File: config.mk
export PLATFORM = sky130hd
export DESIGN_NAME = cla_adder_pipe_flat
export DESIGN_NICKNAME = d
export VERILOG_FILES = /design/src/rtl/cla_pkg.sv /design/src/rtl/cla_adder_pipe_if.sv /design/src/rtl/cla_group.sv /design/src/rtl/cla_adder_pipe.sv /design/src/flat_wrapper.sv
export SDC_FILE = /design/constraint.sdc
export NUM_CORES = 1
export LEC_CHECK = 0
export ABC_AREA = 1
export CORE_MARGIN = 1.5
export CORE_UTILIZATION = 55
export DETAILED_ROUTE_END_ITERATION = 6
export GPL_TIMING_DRIVEN = 0
export PLACE_DENSITY = 0.85
export SYNTH_ARGS = -nofsm -noshare
export SYNTH_HDL_FRONTEND = slang
export SYNTH_SLANG_ARGS = --single-unit
File: constraint.sdc
create_clock -name clk -period 3.3 [get_ports clk]
set_clock_uncertainty 0.15 [all_clocks]
set_input_delay 0.66 -clock clk [delete_from_list [all_inputs] [get_ports clk]]
set_output_delay 0.66 -clock clk [all_outputs]
set_load 0.03 [all_outputs]
File: src/rtl/cla_pkg.sv
// rtl/cla_pkg.sv - shared types, constants and lookahead helper for the pipelined CLA
// Contents:
//   CLA_GROUP_DEFAULT  default bits per first-level lookahead group
//   pg_t               {p, g} pair for one bit position
//   group_is_legal()   true for the supported group sizes (2, 4, 8)
//   num_groups()       number of first-level groups for a given width
//   carry_into()       flat lookahead carry into lane 'top' from lanes below it
package cla_pkg;

    localparam int CLA_GROUP_DEFAULT = 4;

    typedef struct packed {
        logic p;
        logic g;
    } pg_t;

    function automatic bit group_is_legal(input int group);
        return (group == 2) || (group == 4) || (group == 8);
    endfunction

    function automatic int num_groups(input int width, input int group);
        return width / group;
    endfunction

    // Sum-of-products form: g[top-1] | p[top-1]g[top-2] | ... | p[top-1:0]&cin.
    // 'run' holds the AND of all propagates above lane j, so no carry ripples
    // through an intermediate result; the loop only enumerates product terms.
    function automatic logic carry_into(input logic [63:0] p, input logic [63:0] g,
                                        input logic cin, input int top);
        logic acc;
        logic run;
        acc = 1'b0;
        run = 1'b1;
        for (int j = 63; j >= 0; j--) begin
            if (j < top) begin
                acc = acc | (run & g[j]);
                run = run & p[j];
            end
        end
        return acc | (run & cin);
    endfunction

endpackage

File: src/rtl/cla_adder_pipe_if.sv
// rtl/cla_adder_pipe_if.sv - operand/result handshake bundle for cla_adder_pipe
// Operand side : in_valid, in_ready, a, b, c_in
// Result side  : out_valid, out_ready, sum, c_out[WIDTH:0], ovf (CLA_PIPE_OVF_EN only)
// slave modport is the adder; master modport is the operand source / result sink.
interface cla_adder_pipe_if #(parameter int WIDTH = 16);

    logic             in_valid;
    logic             in_ready;
    logic [WIDTH-1:0] a;
    logic [WIDTH-1:0] b;
    logic             c_in;
    logic             out_valid;
    logic             out_ready;
    logic [WIDTH-1:0] sum;
    logic [WIDTH:0]   c_out;

`ifdef CLA_PIPE_OVF_EN
    logic             ovf;

    modport slave  (input  in_valid, a, b, c_in, out_ready,
                    output in_ready, out_valid, sum, c_out, ovf);
    modport master (output in_valid, a, b, c_in, out_ready,
                    input  in_ready, out_valid, sum, c_out, ovf);
`else
    modport slave  (input  in_valid, a, b, c_in, out_ready,
                    output in_ready, out_valid, sum, c_out);
    modport master (output in_valid, a, b, c_in, out_ready,
                    input  in_ready, out_valid, sum, c_out);
`endif

endinterface

File: src/rtl/cla_group.sv
// rtl/cla_group.sv - GROUP-bit combinational lookahead block
// Ports:
//   p, g   [GROUP-1:0]  bit propagate / generate
//   c_in                 carry into the group's lowest bit
//   c      [GROUP-1:0]  carry into each bit of the group (c[0] = c_in)
//   grp_p, grp_g         group propagate / generate
module cla_group
    import cla_pkg::*;
#(
    parameter int GROUP = CLA_GROUP_DEFAULT
) (
    input  logic [GROUP-1:0] p,
    input  logic [GROUP-1:0] g,
    input  logic             c_in,
    output logic [GROUP-1:0] c,
    output logic             grp_p,
    output logic             grp_g
);

    always_comb begin
        c = '0;
        for (int i = 0; i < GROUP; i++) begin
            c[i] = carry_into(64'(p), 64'(g), c_in, i);
        end
    end

    assign grp_p = &p;
    // Group generate is the carry out of the top bit with no carry in.
    assign grp_g = carry_into(64'(p), 64'(g), 1'b0, GROUP);

endmodule

File: src/rtl/cla_adder_pipe.sv
// rtl/cla_adder_pipe.sv - two-stage pipelined two-level carry-lookahead adder
// Ports:
//   clk    rising-edge clock
//   rst_n  asynchronous active-low reset
//   bus    cla_adder_pipe_if.slave: operands in (valid/ready), sum + carry
//          vector out (valid/ready); ovf exists when CLA_PIPE_OVF_EN is defined
// Stage 1 registers bit and group propagate/generate; stage 2 resolves group
// carries, expands bit carries and registers sum/c_out.
module cla_adder_pipe
    import cla_pkg::*;
#(
    parameter int WIDTH = 16,
    parameter int GROUP = CLA_GROUP_DEFAULT
) (
    input  logic                   clk,
    input  logic                   rst_n,
    cla_adder_pipe_if.slave        bus
);

    localparam int NG = num_groups(WIDTH, GROUP);

    if (!group_is_legal(GROUP)) begin : g_bad_group
        $error("cla_adder_pipe: GROUP must be 2, 4 or 8");
    end
    if ((WIDTH % GROUP) != 0) begin : g_bad_width
        $error("cla_adder_pipe: WIDTH must be a multiple of GROUP");
    end

    // ---------------- stage 1: bit and group propagate/generate ----------------
    logic [WIDTH-1:0] p_d;
    logic [WIDTH-1:0] g_d;
    pg_t  [WIDTH-1:0] pg_d;
    logic [NG-1:0]    grp_p_d;
    logic [NG-1:0]    grp_g_d;
    logic [WIDTH-1:0] s1_unused_c;

    assign p_d = bus.a ^ bus.b;
    assign g_d = bus.a & bus.b;

    always_comb begin
        pg_d = '0;
        for (int i = 0; i < WIDTH; i++) begin
            pg_d[i].p = p_d[i];
            pg_d[i].g = g_d[i];
        end
    end

    for (genvar k = 0; k < NG; k++) begin : g_s1_grp
        cla_group #(.GROUP(GROUP)) u_grp (
            .p     (p_d[k*GROUP +: GROUP]),
            .g     (g_d[k*GROUP +: GROUP]),
            .c_in  (1'b0),
            .c     (s1_unused_c[k*GROUP +: GROUP]),
            .grp_p (grp_p_d[k]),
            .grp_g (grp_g_d[k])
        );
    end

    pg_t  [WIDTH-1:0] s1_pg;
    logic [NG-1:0]    s1_grp_p;
    logic [NG-1:0]    s1_grp_g;
    logic             s1_cin;
    logic             s1_valid;
    logic             out_valid_q;
    logic             in_ready;
    logic             accept;
    logic             advance2;

    // Stage 2 moves whenever the output slot is empty or being drained, so a
    // stalled consumer only blocks input once both stages are occupied.
    assign advance2     = s1_valid & (~out_valid_q | bus.out_ready);
    assign in_ready     = ~s1_valid | advance2;
    assign accept       = bus.in_valid & in_ready;
    assign bus.in_ready = in_ready;

    always_ff @(posedge clk or negedge rst_n) begin
        if (!rst_n) begin
            s1_valid <= 1'b0;
            s1_pg    <= '0;
            s1_grp_p <= '0;
            s1_grp_g <= '0;
            s1_cin   <= 1'b0;
        end else if (accept) begin
            s1_valid <= 1'b1;
            s1_pg    <= pg_d;
            s1_grp_p <= grp_p_d;
            s1_grp_g <= grp_g_d;
            s1_cin   <= bus.c_in;
        end else if (advance2) begin
            s1_valid <= 1'b0;
        end
    end

    // ---------------- stage 2: carries and sum ----------------
    logic [WIDTH-1:0] s1_p;
    logic [WIDTH-1:0] s1_g;
    logic [NG:0]      grp_c;
    logic [WIDTH-1:0] bit_c;
    logic [NG-1:0]    s2_unused_p;
    logic [NG-1:0]    s2_unused_g;
    logic [WIDTH:0]   c_d;
    logic [WIDTH-1:0] sum_d;

    always_comb begin
        s1_p = '0;
        s1_g = '0;
        for (int i = 0; i < WIDTH; i++) begin
            s1_p[i] = s1_pg[i].p;
            s1_g[i] = s1_pg[i].g;
        end
    end

    // Every group carry is its own flat product-of-terms from c_in upward.
    always_comb begin
        grp_c = '0;
        for (int k = 0; k <= NG; k++) begin
            grp_c[k] = carry_into(64'(s1_grp_p), 64'(s1_grp_g), s1_cin, k);
        end
    end

    for (genvar k = 0; k < NG; k++) begin : g_s2_grp
        cla_group #(.GROUP(GROUP)) u_grp (
            .p     (s1_p[k*GROUP +: GROUP]),
            .g     (s1_g[k*GROUP +: GROUP]),
            .c_in  (grp_c[k]),
            .c     (bit_c[k*GROUP +: GROUP]),
            .grp_p (s2_unused_p[k]),
            .grp_g (s2_unused_g[k])
        );
    end

    assign c_d   = {grp_c[NG], bit_c};
    assign sum_d = s1_p ^ bit_c;

    logic [WIDTH-1:0] sum_q;
    logic [WIDTH:0]   c_out_q;

    always_ff @(posedge clk or negedge rst_n) begin
        if (!rst_n) begin
            out_valid_q <= 1'b0;
            sum_q       <= '0;
            c_out_q     <= '0;
        end else if (advance2) begin
            out_valid_q <= 1'b1;
            sum_q       <= sum_d;
            c_out_q     <= c_d;
        end else if (bus.out_ready) begin
            out_valid_q <= 1'b0;
        end
    end

    assign bus.out_valid = out_valid_q;
    assign bus.sum       = sum_q;
    assign bus.c_out     = c_out_q;

`ifdef CLA_PIPE_OVF_EN
    logic ovf_q;

    // Signed overflow: carry into the sign bit differs from carry out of it.
    always_ff @(posedge clk or negedge rst_n) begin
        if (!rst_n) begin
            ovf_q <= 1'b0;
        end else if (advance2) begin
            ovf_q <= c_d[WIDTH] ^ c_d[WIDTH-1];
        end
    end

    assign bus.ovf = ovf_q;
`endif

endmodule
File: src/flat_wrapper.sv
// flat-port wrapper written by rule: the top's interface ports become plain ports
module cla_adder_pipe_flat import cla_pkg::*;
#(
    parameter int WIDTH = 16,
    parameter int GROUP = CLA_GROUP_DEFAULT
)
  (clk, rst_n, bus_in_valid, bus_a, bus_b, bus_c_in, bus_out_ready, bus_in_ready, bus_out_valid, bus_sum, bus_c_out);
  cla_adder_pipe_if #(.WIDTH(WIDTH)) bus_i ();
  input  logic clk;
  input  logic rst_n;
  input wire logic [$bits(bus_i.in_valid)-1:0] bus_in_valid;
  input wire logic [$bits(bus_i.a)-1:0] bus_a;
  input wire logic [$bits(bus_i.b)-1:0] bus_b;
  input wire logic [$bits(bus_i.c_in)-1:0] bus_c_in;
  input wire logic [$bits(bus_i.out_ready)-1:0] bus_out_ready;
  output wire logic [$bits(bus_i.in_ready)-1:0] bus_in_ready;
  output wire logic [$bits(bus_i.out_valid)-1:0] bus_out_valid;
  output wire logic [$bits(bus_i.sum)-1:0] bus_sum;
  output wire logic [$bits(bus_i.c_out)-1:0] bus_c_out;
  assign bus_i.in_valid = bus_in_valid;
  assign bus_i.a = bus_a;
  assign bus_i.b = bus_b;
  assign bus_i.c_in = bus_c_in;
  assign bus_i.out_ready = bus_out_ready;
  assign bus_in_ready = bus_i.in_ready;
  assign bus_out_valid = bus_i.out_valid;
  assign bus_sum = bus_i.sum;
  assign bus_c_out = bus_i.c_out;
  cla_adder_pipe #(.WIDTH(WIDTH), .GROUP(GROUP)) u_core (.clk(clk), .rst_n(rst_n), .bus(bus_i));
endmodule
==> impl_metrics.toml <==
[status]
status = "completed"

[clock_tree]
clk_latency_ns = 0.34
cts_root_buffer = "clkbuf_8"
cts_tree = "done"
holdBufCountCts = 0
path_clk_slew_ns = 0.07
post_cts_buffers = 0
cts.sinks = 72
cts_max_path_buffers = 2
h-tree-depth = 3
cts_resized = 0
cts_buffers = 9

[setup_path]
worstSetupStartpoint = "bus_out_ready"
critical_path.most_common_cell = "clkdlybuf4s50_1"
worstPathCellList = "clkdlybuf4s50_1 -> inv_1 -> nand3_2 -> clkdlybuf4s50_1"
critical-path-slowest-cell = "clkdlybuf4s50_1"
cp_data_required_time_ns = 2.49
cpPeakStageDelay_ns = 0.68
rr_endpoint = "u_core.bus.sum[9]$_DFFE_PN0P_"
critPathBufInv = 3
reg2reg_slack_ns = 1.58
crit_type = "input port to output port"
worstRegToRegCells = 8
critical-path-top-delay-family = "buffers and inverters"
r2r_start = "u_core.s1_cin$_DFFE_PN0P_"
path_depth = 4
crit_fanout = 3
end_kind = "output port"
worstPathArrival_ns = 1.94
startpoint_type = "input port"

[floorplan]
die_w_um = 81.7
row_count = 28
die_h_um = 81.7
initial_core_util_pct = 57.2
die-area_um2 = 6670
core_area_um2 = 5960
io_pins = 72

[layout]
register_area_um2 = 1800
antenna_cells = 0
nets = 536
n_fill_cell = 453
final_common_cell = "nand2_1"
fin_util_pct = 73.6
syn2layout_area_growth_pct = 28.8
layout_common_cells = "nand2_1, dfrtp_1, clkdlybuf4s50_1, o21ai_0, inv_1"
drive_above_1_share_pct = 7.28
final_cell_count_no_fill = 556
multi_input_area_um2 = 1390

[sta]
setup-violations-final = 0
hold_slack_ns = 0.258
fmax_mhz = 364
setup_tns_ns = 0
slew_headroom_pct = 40.0
tightest_slew_ns = 0.900
rsz0062_at_grt = "false"
post-route-period-util_pct = 83.2
slew_viol_final = 0
hold_viol = 0
finalCriticalPeriod_ns = 2.75

[detailed_routing]
post_drt_wl_per_cell_um = 15.0
antenna_left = 0
drc = 0
drtIter0Drc = 239
avgViaCountPerCell = 5.55
wl_mm = 8.34
dr_total_vias = 3088
drt_pass1_iterations = 5

[placement]
dpl.hpwl_mm = 5.88
dp_cells = 543
io_buffers = 71
gp_congestion = 0.883

[power_and_ir_drop]
intPower_mw = 1.94
p_total_mw = 3.12
ir_drop_mv = 0.430
p_comb_share_pct = 39.0
clock_power_share_pct = 20.5
p_switching_mw = 1.18
power_leakage_nw = 2.18
seq_power_share_pct = 40.5
powerDensity_nw_per_um2 = 712
swShare_pct = 37.9

[yosys]
synth_area_per_cell_um2 = 8.58
synth_top_cells_by_area = "dfrtp_1, nand2_1, ha_1, o21ai_0, inv_1"
synth_area_um2 = 3400
yosys_register_bits = 72
yosys_warnings = 0
synth.net_count = 454
synth_top_cell_area_share_pct = 52.9
syn_inst = 397
ys_seq_area_share_pct = 52.9
yosysUniqueCellTypes = 25
synth_top_area_cell = "dfrtp_1"

[grt]
grt_max_degree = 73
grt_pass1_vias = 2904
track_usage_pct = 27.1
grt_pass1_wl_mm = 13.2
antenna_found_initial = 0
grt.overflow.total = 0

[hold_path]
min_path_type = "input port to asynchronous set/reset pin"

[flow_run]
max-cap-violations = 0
-- per-layer routing --
layer / vias to the layer above / wire, um / GRT usage [%]
met3: 30 / 553 / 4.00
met2: 143 / 4150 / 46.6
li1: 1449 / - / -
met5: - / 0 / 0
met4: 0 / 287 / 14.6
met1: 1466 / 3350 / 32.8
-- cells in the mapped netlist --
library cell	instances
buf_4	3
nor3_1	1
buf_2	8
clkbuf_2	1
dfrtp_1	72
o211ai_1	1
buf_6	1
o31ai_1	2
inv_1	33
ha_1	20
a31oi_1	12
and3_1	1
o21a_1	1
nand4_1	2
nand2_1	141
a21oi_1	13
o21ai_1	1
nand2_2	5
inv_2	2
o21ai_0	36
nand3_1	16
nor2_1	19
o22ai_1	1
xor2_1	4
nand3_2	1
-- worst max path at each step --
stage | to | slack [ns]
final | bus_in_ready | 0.55
after global routing | bus_in_ready | 0.49
after CTS | bus_in_ready | 0.54
after detailed placement | bus_in_ready | 0.54
after global placement | u_core.s1_p[7]$_DFFE_PN0P_ | -0.88
after floorplan | bus_in_ready | 1.59
-- flip-flops by register name, indices dropped and copies added (netlist names) --
signal,count
u_core.s1_grp_p,4
u_core.s1_valid,1
u_core.bus.c_out,17
u_core.bus.out_valid,1
u_core.s1_p,16
u_core.s1_g,12
u_core.s1_cin,1
u_core.bus.sum,16
u_core.s1_grp_g,4
-- power groups by stage --
stage | clock (mW) | sequential (mW) | combinational, mW
5_1_grt | 0.678 | 1.29 | 1.31
2_1_floorplan | 0 | 1.57 | 0.388
4_1_cts | 0.644 | 1.26 | 1.22
3_5_place_dp | 0 | 1.28 | 1.21
3_3_place_gp | 0 | 1.27 | 1.18
6_report | 0.641 | 1.26 | 1.22
-- through the flow --
step | area (um^2) | setup slack, ns
after floorplan | 3400 | 1.59
final | 4390 | 0.553
after global placement | 4210 | -0.881
after global routing | 4390 | 0.488
after CTS | 4390 | 0.542
after detailed placement | 4210 | 0.541
-- cell type report --
cell class | instances | area share [%]
Sequential cell | 72 | 41.1
Multi-Input combinational cell | 277 | 31.8
Timing Repair Buffer | 71 | 16.1
Clock buffer | 13 | 4.08
Inverter | 35 | 3.00
Tap cell | 75 | 2.14
Buffer | 13 | 1.80
-- worst register-to-register path, delay by kind of cell, from the launching register on --
kind | cells | cell delay [ns]
AO/OA/AOI/OAI | 1 | 0.08
adder cells (fa/ha/maj) | 1 | 0.19
XOR/XNOR | 1 | 0.15
AND/OR/NAND/NOR | 5 | 0.59
flip-flops | 1 | 0.43
-- cell families after synthesis --
| group | synth area share (%) |
|---|---|
| simple gates | 21.9 |
| flops | 52.9 |
| compound gates | 10.6 |
| buf+inv | 6.17 |
| fa+ha+maj | 7.35 |
| xor+xnor | 1.03 |
No activity file was read; power rests on OpenSTA's default activity.
